### src/rtl/gate_counter_pkg.sv
// Shared widths, reference-frequency constants and target helper for gate_counter.
package gate_counter_pkg;

  localparam int CNT_W = 32;
  localparam int DIV_W = 3;

  localparam logic [CNT_W-1:0] FREQ_BASE_100M = 32'd100_000_000;
  localparam logic [CNT_W-1:0] FREQ_BASE_400M = 32'd400_000_000;

  typedef logic [CNT_W-1:0] cnt_t;
  typedef logic [DIV_W-1:0] div_t;

  // A zero quotient deliberately wraps to all-ones rather than being special-cased.
  function automatic cnt_t calc_target(input cnt_t freq_base, input div_t time_del);
    return (freq_base >> time_del) - cnt_t'(1);
  endfunction

endpackage

### src/rtl/gate_pulse_gen.sv
// Target compare and retriggerable terminal-count pulse of PULSE_LEN cycles.
module gate_pulse_gen
  import gate_counter_pkg::*;
#(
  parameter int PULSE_LEN = 4
) (
  input  logic i_clk,
  input  logic i_rst,
  input  cnt_t i_q,
  input  cnt_t i_freq_base,
  input  div_t i_time_del,
  output logic o_trig,
  output logic o_cout_b
);

  localparam logic [3:0] LEN_M1 = 4'(PULSE_LEN - 1);

  cnt_t       w_target;
  logic [3:0] r_cnt;
  logic       r_cout_b;

  assign w_target = calc_target(i_freq_base, i_time_del);
  assign o_trig   = (i_q == w_target);
  assign o_cout_b = r_cout_b;

  // r_cnt holds the cycles still owed after the current one; a trigger always reloads it.
  always_ff @(posedge i_clk or posedge i_rst) begin
    if (i_rst) begin
      r_cnt    <= 4'd0;
      r_cout_b <= 1'b0;
    end else if (o_trig) begin
      r_cnt    <= LEN_M1;
      r_cout_b <= 1'b1;
    end else if (r_cnt != 4'd0) begin
      r_cnt    <= r_cnt - 4'd1;
      r_cout_b <= 1'b1;
    end else begin
      r_cout_b <= 1'b0;
    end
  end

endmodule

### src/rtl/gate_counter.sv
// Free-running 32-bit gate counter with carry flag and terminal-count pulse.
// Optional macro GATE_AUTOCLR_EN: counter reloads 0 on the target match.
module gate_counter
  import gate_counter_pkg::*;
#(
  parameter int PULSE_LEN = 4
) (
  input  logic             clk,
  input  logic             reset,
  input  logic             sclr,
  input  logic [CNT_W-1:0] freq_base,
  input  logic [DIV_W-1:0] time_del,
  output logic [CNT_W-1:0] q,
  output logic             cout,
  output logic             cout_b
);

`ifdef GATE_AUTOCLR_EN
  localparam bit AUTOCLR_EN = 1'b1;
`else
  localparam bit AUTOCLR_EN = 1'b0;
`endif

  cnt_t r_q;
  logic w_trig;
  logic w_autoclr;

  assign q         = r_q;
  assign cout      = &r_q;
  assign w_autoclr = AUTOCLR_EN && w_trig;

  always_ff @(posedge clk or posedge reset) begin
    if (reset) begin
      r_q <= '0;
    end else if (sclr || w_autoclr) begin
      r_q <= '0;
    end else begin
      r_q <= r_q + cnt_t'(1);
    end
  end

  gate_pulse_gen #(
    .PULSE_LEN (PULSE_LEN)
  ) u_pulse (
    .i_clk       (clk),
    .i_rst       (reset),
    .i_q         (r_q),
    .i_freq_base (freq_base),
    .i_time_del  (time_del),
    .o_trig      (w_trig),
    .o_cout_b    (cout_b)
  );

endmodule

### config.mk
export PLATFORM = sky130hd
export DESIGN_NAME = gate_counter
export DESIGN_NICKNAME = d
export VERILOG_FILES = /design/src/rtl/gate_counter_pkg.sv /design/src/rtl/gate_pulse_gen.sv /design/src/rtl/gate_counter.sv
export SDC_FILE = /design/constraint.sdc
export NUM_CORES = 1
export LEC_CHECK = 0
export CAP_MARGIN = 5
export CELL_PAD_IN_SITES_DETAIL_PLACEMENT = 1
export CELL_PAD_IN_SITES_GLOBAL_PLACEMENT = 2
export CORE_UTILIZATION = 33
export DETAILED_ROUTE_END_ITERATION = 7
export PLACE_DENSITY_LB_ADDON = 0.1
export SETUP_SLACK_MARGIN = 0.5
export SYNTH_ARGS = -nofsm -noshare
export SYNTH_HDL_FRONTEND = slang
export SYNTH_SLANG_ARGS = --single-unit
### constraint.sdc
create_clock -name clk -period 3.7 [get_ports clk]
set_clock_uncertainty 0.2 [all_clocks]
set_input_delay 0.925 -clock clk [delete_from_list [all_inputs] [get_ports clk]]
set_output_delay 0.925 -clock clk [all_outputs]
set_load 0.01 [all_outputs]
==> impl_metrics.tcl, run 1 <==
set metrics [dict create \
    result_of_the_run "complete, but fails checks" \
    violations "setup timing" \
    met3RoutedLength_um 717 \
    period_needed_ns 3.84 \
    crit_path_end_kind "flop" \
    numCtsBuffers 5 \
    drv_slew 0 \
    die_x_um 120 \
    transition_time_at_the_pin_with_the_least_slew_margin_ns 0.542 \
    htree_num_levels 2 \
    initial_core_util_pct 34.3 \
    clock_path_buffers 2 \
    startpoint_of_the_most_critical_setup_path "time_del[0]" \
    synth.cell_area_um2 4620 \
    yosysTopAreaCellShare_pct 20.0 \
    postLayoutSetupSlackWorst_ns -0.138 \
    post_synth.cell_area_avg_um2 8.50 \
    cts-root-buf "clkbuf_16" \
    synth_largest_area_cell "dfrtp_1" \
    synth_flop_cell "dfrtp_1" \
    synth-edff-count 0 \
    grt_first_pass_wirelength_um 28500 \
    number_of_antenna_violations_at_the_first_check_in_global_routing 0 \
    max_capacitance_violation_count 0 \
    critical_path_arrival_ns 3.84 \
    synth_most_common_cell "nor2_1" \
    floorplan.io_pins 72 \
    vias_after_detailed_routing 5278 \
    reg2reg_from "q[11]" \
    hold_viol 0 \
    routedLengthMet1_um 8390 \
    layout-drive-gt1-share_pct 41.8 \
    yosys-top-cells-area "dfrtp_1, mux2i_1, xnor2_1, xor2_1, mux2_2" \
    stdcell_count 959 \
    floorplan.die_area_um2 14500 \
    buffer_ports.inserted 71 \
    drtIter0Drc 233 \
    ys_types 71 \
    grt_pass1_vias 5649 \
    cts_sinks 37 \
    placementRows 42 \
    crit_path_max_fanout 13 \
    syn2layout_area_growth_pct 63.3 \
    timing.critical_path.from_type "input pin" \
    final_nets 824 \
    synth-warning-count 0 \
    power_leakage_nw 3.24 \
    synth.top_cells.by_count "nor2_1, mux2i_1, nand2_1" \
    die_y_um 120 \
    wl_per_cell_um 19.1 \
    synth_async_sr_flop_share_pct 100 \
    clock_tree_from_tritoncts "built" \
    drt_wl_total_um 18400 \
    setup_viol 5 \
    grt_setup_unrepaired "true" \
    detail_route.drc_violations 0 \
    critPathRequiredTime_ns 3.70 \
    vdd_drop_max_mv 0.225 \
    post-dp-hpwl_um 13500 \
    portion_of_the_post_synthesis_area_used_by_sequential_elements_pct 20.0 \
    core_um2 13500 \
    fmaxAchievable_ghz 0.261 \
    metal2_wl_um 8920 \
    drt-vias-per-instance 5.50 \
    weighted_congestion_reported_at_the_end_of_routability_driven_placement 0.875 \
    synthCells 543 \
    worstHoldStart "q[0]" \
    antenna_left 0 \
    postPlaceCellArea_um2 6590 \
    preCtsSetupSlack_ns -0.740 \
    hold_path.class "flop to flop" \
    layout.cell_area.non_filler_um2 7540 \
    dr.max_layer_used "met4" \
    drt_first_pass_iters 4 \
    clkLatencyLatePin_ns 0.28 \
    grt_use_total_pct 24.7 \
    worst-setup-path-type "input pin to flop" \
    num_antenna_cells 0 \
    fill_cells 1580 \
    largest_net_degree_at_the_start_of_global_routing 38 \
    relSlewSlack_pct 63.8 \
    clk_pin_slew_worst_setup_hold_paths_ns 0.06 \
    net_count_of_the_mapped_netlist 585 \
    period_share_pct 104 \
    post-place-cells 911 \
    ys_ff_latch 37 \
    power_per_cell_area_nw_per_um2 240 \
    totalNegativeSetupSlack_ns -0.582 \
    globalRouteOverflowTotal 0 \
]
==> placed cells by master (no fill, tap or decap), types with 11 or more instances in the layout <==
cell type        count
inv_1               12
mux2i_1             31
o21ai_0             15
a21oi_1             19
clkdlybuf4s50_1     39
mux2_2              14
buf_6               11
nor2_1              53
buf_4              172
dlygate4sd2_1       12
mux2_4              12
nand3_1             14
xor2_1              29
nand2_1             37
dfrtp_1             36
nand4_1             11
xnor2_1             31
==> registers in the layout (all words and copies together), names as in the netlist <==
register and flops:
q 32, u_pulse.r_cnt 4, u_pulse.o_cout_b 1
==> worst paths after layout <==
kind                                     to  slack, ns  depth (start not counted)
max                        u_pulse.r_cnt[0]      -0.14                         11
min                                    q[0]       0.39                          2
max reg2reg                u_pulse.r_cnt[0]       1.00                          9
min reg2reg                            q[0]       0.39                          2
max in group asynchronous              q[6]       2.08                          3
min in group asynchronous             q[29]       0.86                          3
==> repair_timing <==
| item | CTS | global route |
|---|---|---|
| cloned | 1 | 0 |
| pin swaps | 33 | 35 |
| hold buffers | 0 | 0 |
| resized for setup | 133 | 40 |
| endpoints found under the setup margin | 6 | 6 |
| hold endpoints to repair | 0 | 0 |
| setup buffers | 21 | 18 |
==> cell families after synthesis <==
kind of cell | count (synthesis) | share of synthesized area [%]
simple gates | 208 | 24.1
xor+xnor | 65 | 12.3
flops | 37 | 20.0
fa+ha+maj | 5 | 1.30
compound gates | 105 | 16.0
mux | 83 | 21.9
buf+inv | 40 | 4.25
==> cell type report <==
cell class | instances | area, um^2 | area share, %
clock buffer | 6 | 139 | 1.84
multi-input combinational | 466 | 3990 | 53.0
tap | 176 | 220 | 2.92
clock inverter | 2 | 37.5 | 0.498
inverter | 14 | 52.6 | 0.697
sequential | 37 | 927 | 12.3
timing repair buffer | 258 | 2170 | 28.8
==> where the power goes <==
group	switching, W	internal (W)	total, W
combinational	0.000431	0.000457	0.000888
clock	0.000171	0.000336	0.000507
sequential	0.00000367	0.000412	0.000416
total	0.000605	0.00121	0.00181
==> worst max-delay path: stages <==
cell and delay [ns]:
buf_16 0.13, mux4_2 0.57, buf_4 0.17, mux2i_4 0.16, nand3_2 0.17, or4_4 0.62, nor4b_4 0.29, a2bb2oi_2 0.20
xor2_2 0.19, nand4_1 0.20, o21ai_1 0.20
==> metal layers <==
metal	global-route usage, %	up-vias
li1	-	2488
met2	41.5	139
met5	0	-
met3	2.41	19
met1	33.5	2632
met4	7.56	0
==> metrics by stage <==
| step | utilization [%] | hold slack (ns) | power (W) |
|---|---|---|---|
| floorplan | - | 0.338 | 0.000833 |
| global placement | 49.0 | 0.358 | 0.00114 |
| detailed placement | 49.0 | 0.384 | 0.00116 |
| CTS | 53.8 | 0.399 | 0.00176 |
| global route | 56.0 | 0.425 | 0.00190 |
| finish | 56.0 | 0.390 | 0.00181 |
No activity file was read; power rests on OpenSTA's default activity.
==> inputs of run 2 (changes only) <==
Settings changed: GPL_TIMING_DRIVEN set to 0.
==> impl_metrics.tcl, run 2 (same netlist as run 1, synthesis figures left out) <==
set metrics [dict create \
    result_of_the_run "complete, but fails checks" \
    violations "setup timing" \
    hold_viol 0 \
    fmaxAchievable_ghz 0.259 \
    reg2reg_from "q[11]" \
    largest_net_degree_at_the_start_of_global_routing 38 \
    numCtsBuffers 5 \
    buffer_ports.inserted 69 \
    syn2layout_area_growth_pct 47.0 \
    grt_first_pass_wirelength_um 26500 \
    setup_viol 5 \
    period_share_pct 104 \
    die_x_um 120 \
    r2r_setup_slack_ns 1.02 \
    initial_core_util_pct 34.3 \
    floorplan.die_area_um2 14500 \
    cts_sinks 37 \
    total_switching_power_w 0.000580 \
    postPlaceCellArea_um2 5650 \
    cts-root-buf "clkbuf_16" \
    worst-setup-path-type "input pin to flop" \
    grt_pass1_vias 4952 \
    vdd_drop_max_mv 0.162 \
    crit_path_end_kind "flop" \
    transition_time_at_the_pin_with_the_least_slew_margin_ns 0.788 \
    grt_setup_unrepaired "true" \
    die_y_um 120 \
    totalNegativeSetupSlack_ns -0.766 \
    final_nets 722 \
    critPathRequiredTime_ns 3.68 \
    num_antenna_cells 0 \
    drt_wl_total_um 16700 \
    postLayoutSetupSlackWorst_ns -0.161 \
    drtIter0Drc 172 \
    clock_tree_from_tritoncts "built" \
    floorplan.io_pins 72 \
    sw_frac_of_total_pct 34.3 \
    vias_after_detailed_routing 4750 \
    drv_slew 0 \
    detail_route.drc_violations 0 \
    fill_cells 1583 \
    worst_hold_path.num_cells 2 \
    period_needed_ns 3.86 \
    post-dp-hpwl_um 12300 \
    layout_commonest_cell "buf_4" \
    power_leakage_nw 2.70 \
    preCtsSetupSlack_ns -1.39 \
    layout.cell_area.non_filler_um2 6790 \
    power_per_cell_area_nw_per_um2 249 \
    grt_use_total_pct 23.4 \
    number_of_flip_flops_under_the_largest_register_name 32 \
    core_um2 13500 \
    internal-power_w 0.00111 \
    most_frequent_cells_in_the_layout "buf_4, nor2_1, clkdlybuf4s50_1, nand2_1, dfrtp_1" \
    max_capacitance_violation_count 0 \
    placementRows 42 \
    critical_path_arrival_ns 3.84 \
    clkLatencyLatePin_ns 0.28 \
    relSlewSlack_pct 47.4 \
    timing.reg2reg.worst_path_depth 9 \
    drt_first_pass_iters 4 \
    weighted_congestion_reported_at_the_end_of_routability_driven_placement 0.882 \
    htree_num_levels 2 \
    number_of_antenna_violations_at_the_first_check_in_global_routing 0 \
    antenna_left 0 \
    startpoint_of_the_most_critical_setup_path "freq_base[7]" \
    drt-vias-per-instance 5.54 \
    globalRouteOverflowTotal 0 \
    wl_per_cell_um 19.5 \
    p_clk_share_pct 30.5 \
    hold-path-endpoint "u_pulse.o_cout_b" \
    combPwrFrac_pct 44.9 \
    p_seq_share_pct 24.6 \
    timing.critical_path.from_type "input pin" \
    clk_pin_slew_worst_setup_hold_paths_ns 0.06 \
    layout-drive-gt1-share_pct 32.0 \
    clock_path_buffers 2 \
    hold_path.class "flop to flop" \
    crit_path_max_fanout 8 \
    worstHoldStart "u_pulse.r_cnt[2]" \
    reg2reg_to "u_pulse.r_cnt[3]" \
]
## run 2: power groups by stage
| stage | Sequential, W | Combinational, W | Clock, W |
|---|---|---|---|
| floorplan | 0.000426 | 0.000407 | 0 |
| global placement | 0.000425 | 0.000568 | 0 |
| detailed placement | 0.000425 | 0.000578 | 0 |
| CTS | 0.000416 | 0.000713 | 0.000528 |
| global route | 0.000417 | 0.000814 | 0.000547 |
| finish | 0.000417 | 0.000761 | 0.000516 |
## run 2: per-layer routing
metal	vias to the layer above	part of all wire (%)	global-route usage (%)
li1	2294	-	-
met1	2347	49	33.4
met2	93	47	37.8
met3	16	3.7	2.50
met4	0	0.97	5.09
met5	-	0	0
## run 2: stage by stage
step / hold slack [ns] / power (W) / util [%] / cells
after detailed placement: 0.377 / 0.00100 / 42.0 / 788
final: 0.415 / 0.00169 / 50.5 / 857
after global routing: 0.457 / 0.00178 / 50.5 / 857
after floorplan: 0.338 / 0.000833 / - / 543
after global placement: 0.373 / 0.000993 / 42.0 / 788
after CTS: 0.389 / 0.00166 / 48.8 / 842
## run 2: critical path, stage by stage
cell           delay [ns]
dlygate4sd2_1        0.24
mux2_4               0.31
a221oi_4             0.35
buf_4                0.18
buf_6                0.11
nand2_8              0.06
or4_1                0.47
a211oi_1             0.30
a211oi_1             0.11
nor4_2               0.39
and4_1               0.31
a21oi_1              0.08
## run 2: worst max-delay path by stage
stage | to | depth (start not counted)
global route | u_pulse.o_cout_b | 14
finish | u_pulse.r_cnt[3] | 12
floorplan | u_pulse.r_cnt[2] | 15
global placement | u_pulse.o_cout_b | 11
detailed placement | u_pulse.r_cnt[1] | 13
CTS | u_pulse.r_cnt[1] | 16
## run 2: final cells by class
cell class	instances	area [um^2]	area share, %
Tap cell	176	220	3.24
Clock buffer	6	139	2.05
Timing Repair Buffer	130	1150	17.0
Sequential cell	37	930	13.7
Buffer	26	253	3.72
Multi-Input combinational cell	466	4000	58.9
Clock inverter	2	37.5	0.553
Inverter	14	55.1	0.811
## run 2: timing repair
item | 4_1_cts | 5_1_grt
endpoints found under the hold margin | 0 | 0
cloned | 1 | 0
resized for setup | 147 | 23
hold buffers | 0 | 0
buffers inserted | 45 | 15
pin swaps | 37 | 16
endpoints found under the setup margin | 6 | 6
==> variant (flow settings as in run 1) <==
The localparam `AUTOCLR_EN` goes from 1'b0 to 1'b1.
--- a/src/rtl/gate_counter.sv
+++ b/src/rtl/gate_counter.sv
@@ -18,7 +18,7 @@
 `ifdef GATE_AUTOCLR_EN
   localparam bit AUTOCLR_EN = 1'b1;
 `else
-  localparam bit AUTOCLR_EN = 1'b0;
+  localparam bit AUTOCLR_EN = 1'b1;
 `endif
 
   cnt_t r_q;
Behaviour: not the same (a bounded check fails within 4 cycles, from zero or initial values and one cycle with reset high).
==> variant against run 1 <==
The run still ends with setup timing left. Synthesized area up 8.5%. Wire length is 1.1% higher. Total power fell by 12%. Combinational power shrank 14%. Sequential cell count unchanged. Design area rose by 1.7%. Worst setup slack worse by 610 ps. Sequential share of layout area down 0.21 points. Largest cell class unchanged. Largest power group unchanged.
==> variant: results (changes against run 1) <==
Outcome
  – Status: finished, violations left (unchanged)
  – Failing checks: setup timing (unchanged)

Global route
  – Global-route wire length before repair: 30,000 µm (was 28,500 µm)
  – All-Layer GR Usage: 23.6% (was 24.7%)

Synth
  – Synth top cells by count: 54 x mux2i_1, 48 x nand2_1, 44 x xnor2_1, 38 x nor2_1, 37 x dfrtp_1 (was 57 x nor2_1, 46 x mux2i_1, 39 x nand2_1, 37 x dfrtp_1, 34 x xnor2_1)
  – Seq/Total Area, Yosys: 18.5% (was 20.0%)
  – Ranking of synthesized cells by area: dfrtp_1 18%, mux2i_1 11%, mux4_2 8.1% (was dfrtp_1 20%, mux2i_1 10%, xnor2_1 6.4%)
  – Mapped cell area: 5010 µm² (was 4620 µm²)
  – Syn Area/Cell: 8.78 µm² (was 8.50 µm²)

Finish
  – Sequential cell area share: 12.1% (was 12.3%)
  – Area of the multi-input gates: 4040 µm² (was 3990 µm²)
  – Multi-In Gates: 486 (was 466)
  – Non-Filler Instances: 981 (was 959)
  – Clk cell area share: 1.81% (was 2.34%)

Critical path
  – R2r worst-path depth: 11 (was 9)
  – Critical path peak fanout: 5 (was 13)
  – Beginning of the worst register-to-register path: q[2]$_DFF_PP0_ (was q[11]$_DFF_PP0_)
  – Slowest CP cell: mux4_2 (was or4_4)

Power
  – Worst VDD drop: 0.153 mV (was 0.225 mV)
  – Internal power: 0.00106 W (was 0.00121 W)
  – Leak Pwr: 3.14 nW (was 3.24 nW)

Placement
  – Cell count after placement: 947 (was 911)
  – DP Wirelength: 14,000 µm (was 13,500 µm)
  – Placer's final routability congestion estimate: 0.826 (was 0.875)

Timing
  – Final setup violating endpoints: 37 (was 5)
  – Setup WS post-layout: -749 ps (was -138 ps)

Route
  – Drt total wl: 18,500 µm (was 18,400 µm)
## variant: routing by layer
layer  share of wire [%]  track usage, %  vias up
li1                    -               -     2566
met4                0.63            3.30        0
met5                   0               0        -
met1                  44            29.6     2646
met2                  54            44.8       66
met3                 1.6            1.97       10
## variant: cells by family after synthesis
group | after synthesis | share of synthesized area, %
multiplexers | 96 | 24.6
buffers and inverters | 48 | 4.77
flip-flops | 37 | 18.5
AND/OR/NAND/NOR | 216 | 25.2
AO/OA/AOI/OAI | 94 | 12.7
adder cells (fa/ha/maj) | 4 | 0.999
XOR/XNOR | 76 | 13.3
## variant: worst register-to-register path: cells and delay by family (launching register included)
family / cells / cell delay (ps)
AND/OR/NAND/NOR: 4 / 960
buffers and inverters: 4 / 580
AO/OA/AOI/OAI: 3 / 650
flip-flops: 1 / 370
## variant: timing repair
item                                    in CTS  in global routing
gates cloned                                 4                  2
endpoints found under the setup margin      38                 38
hold buffers                                 0                  0
setup buffers                               13                  7
pin swaps                                    4                  1
gates resized for setup                     51                 22
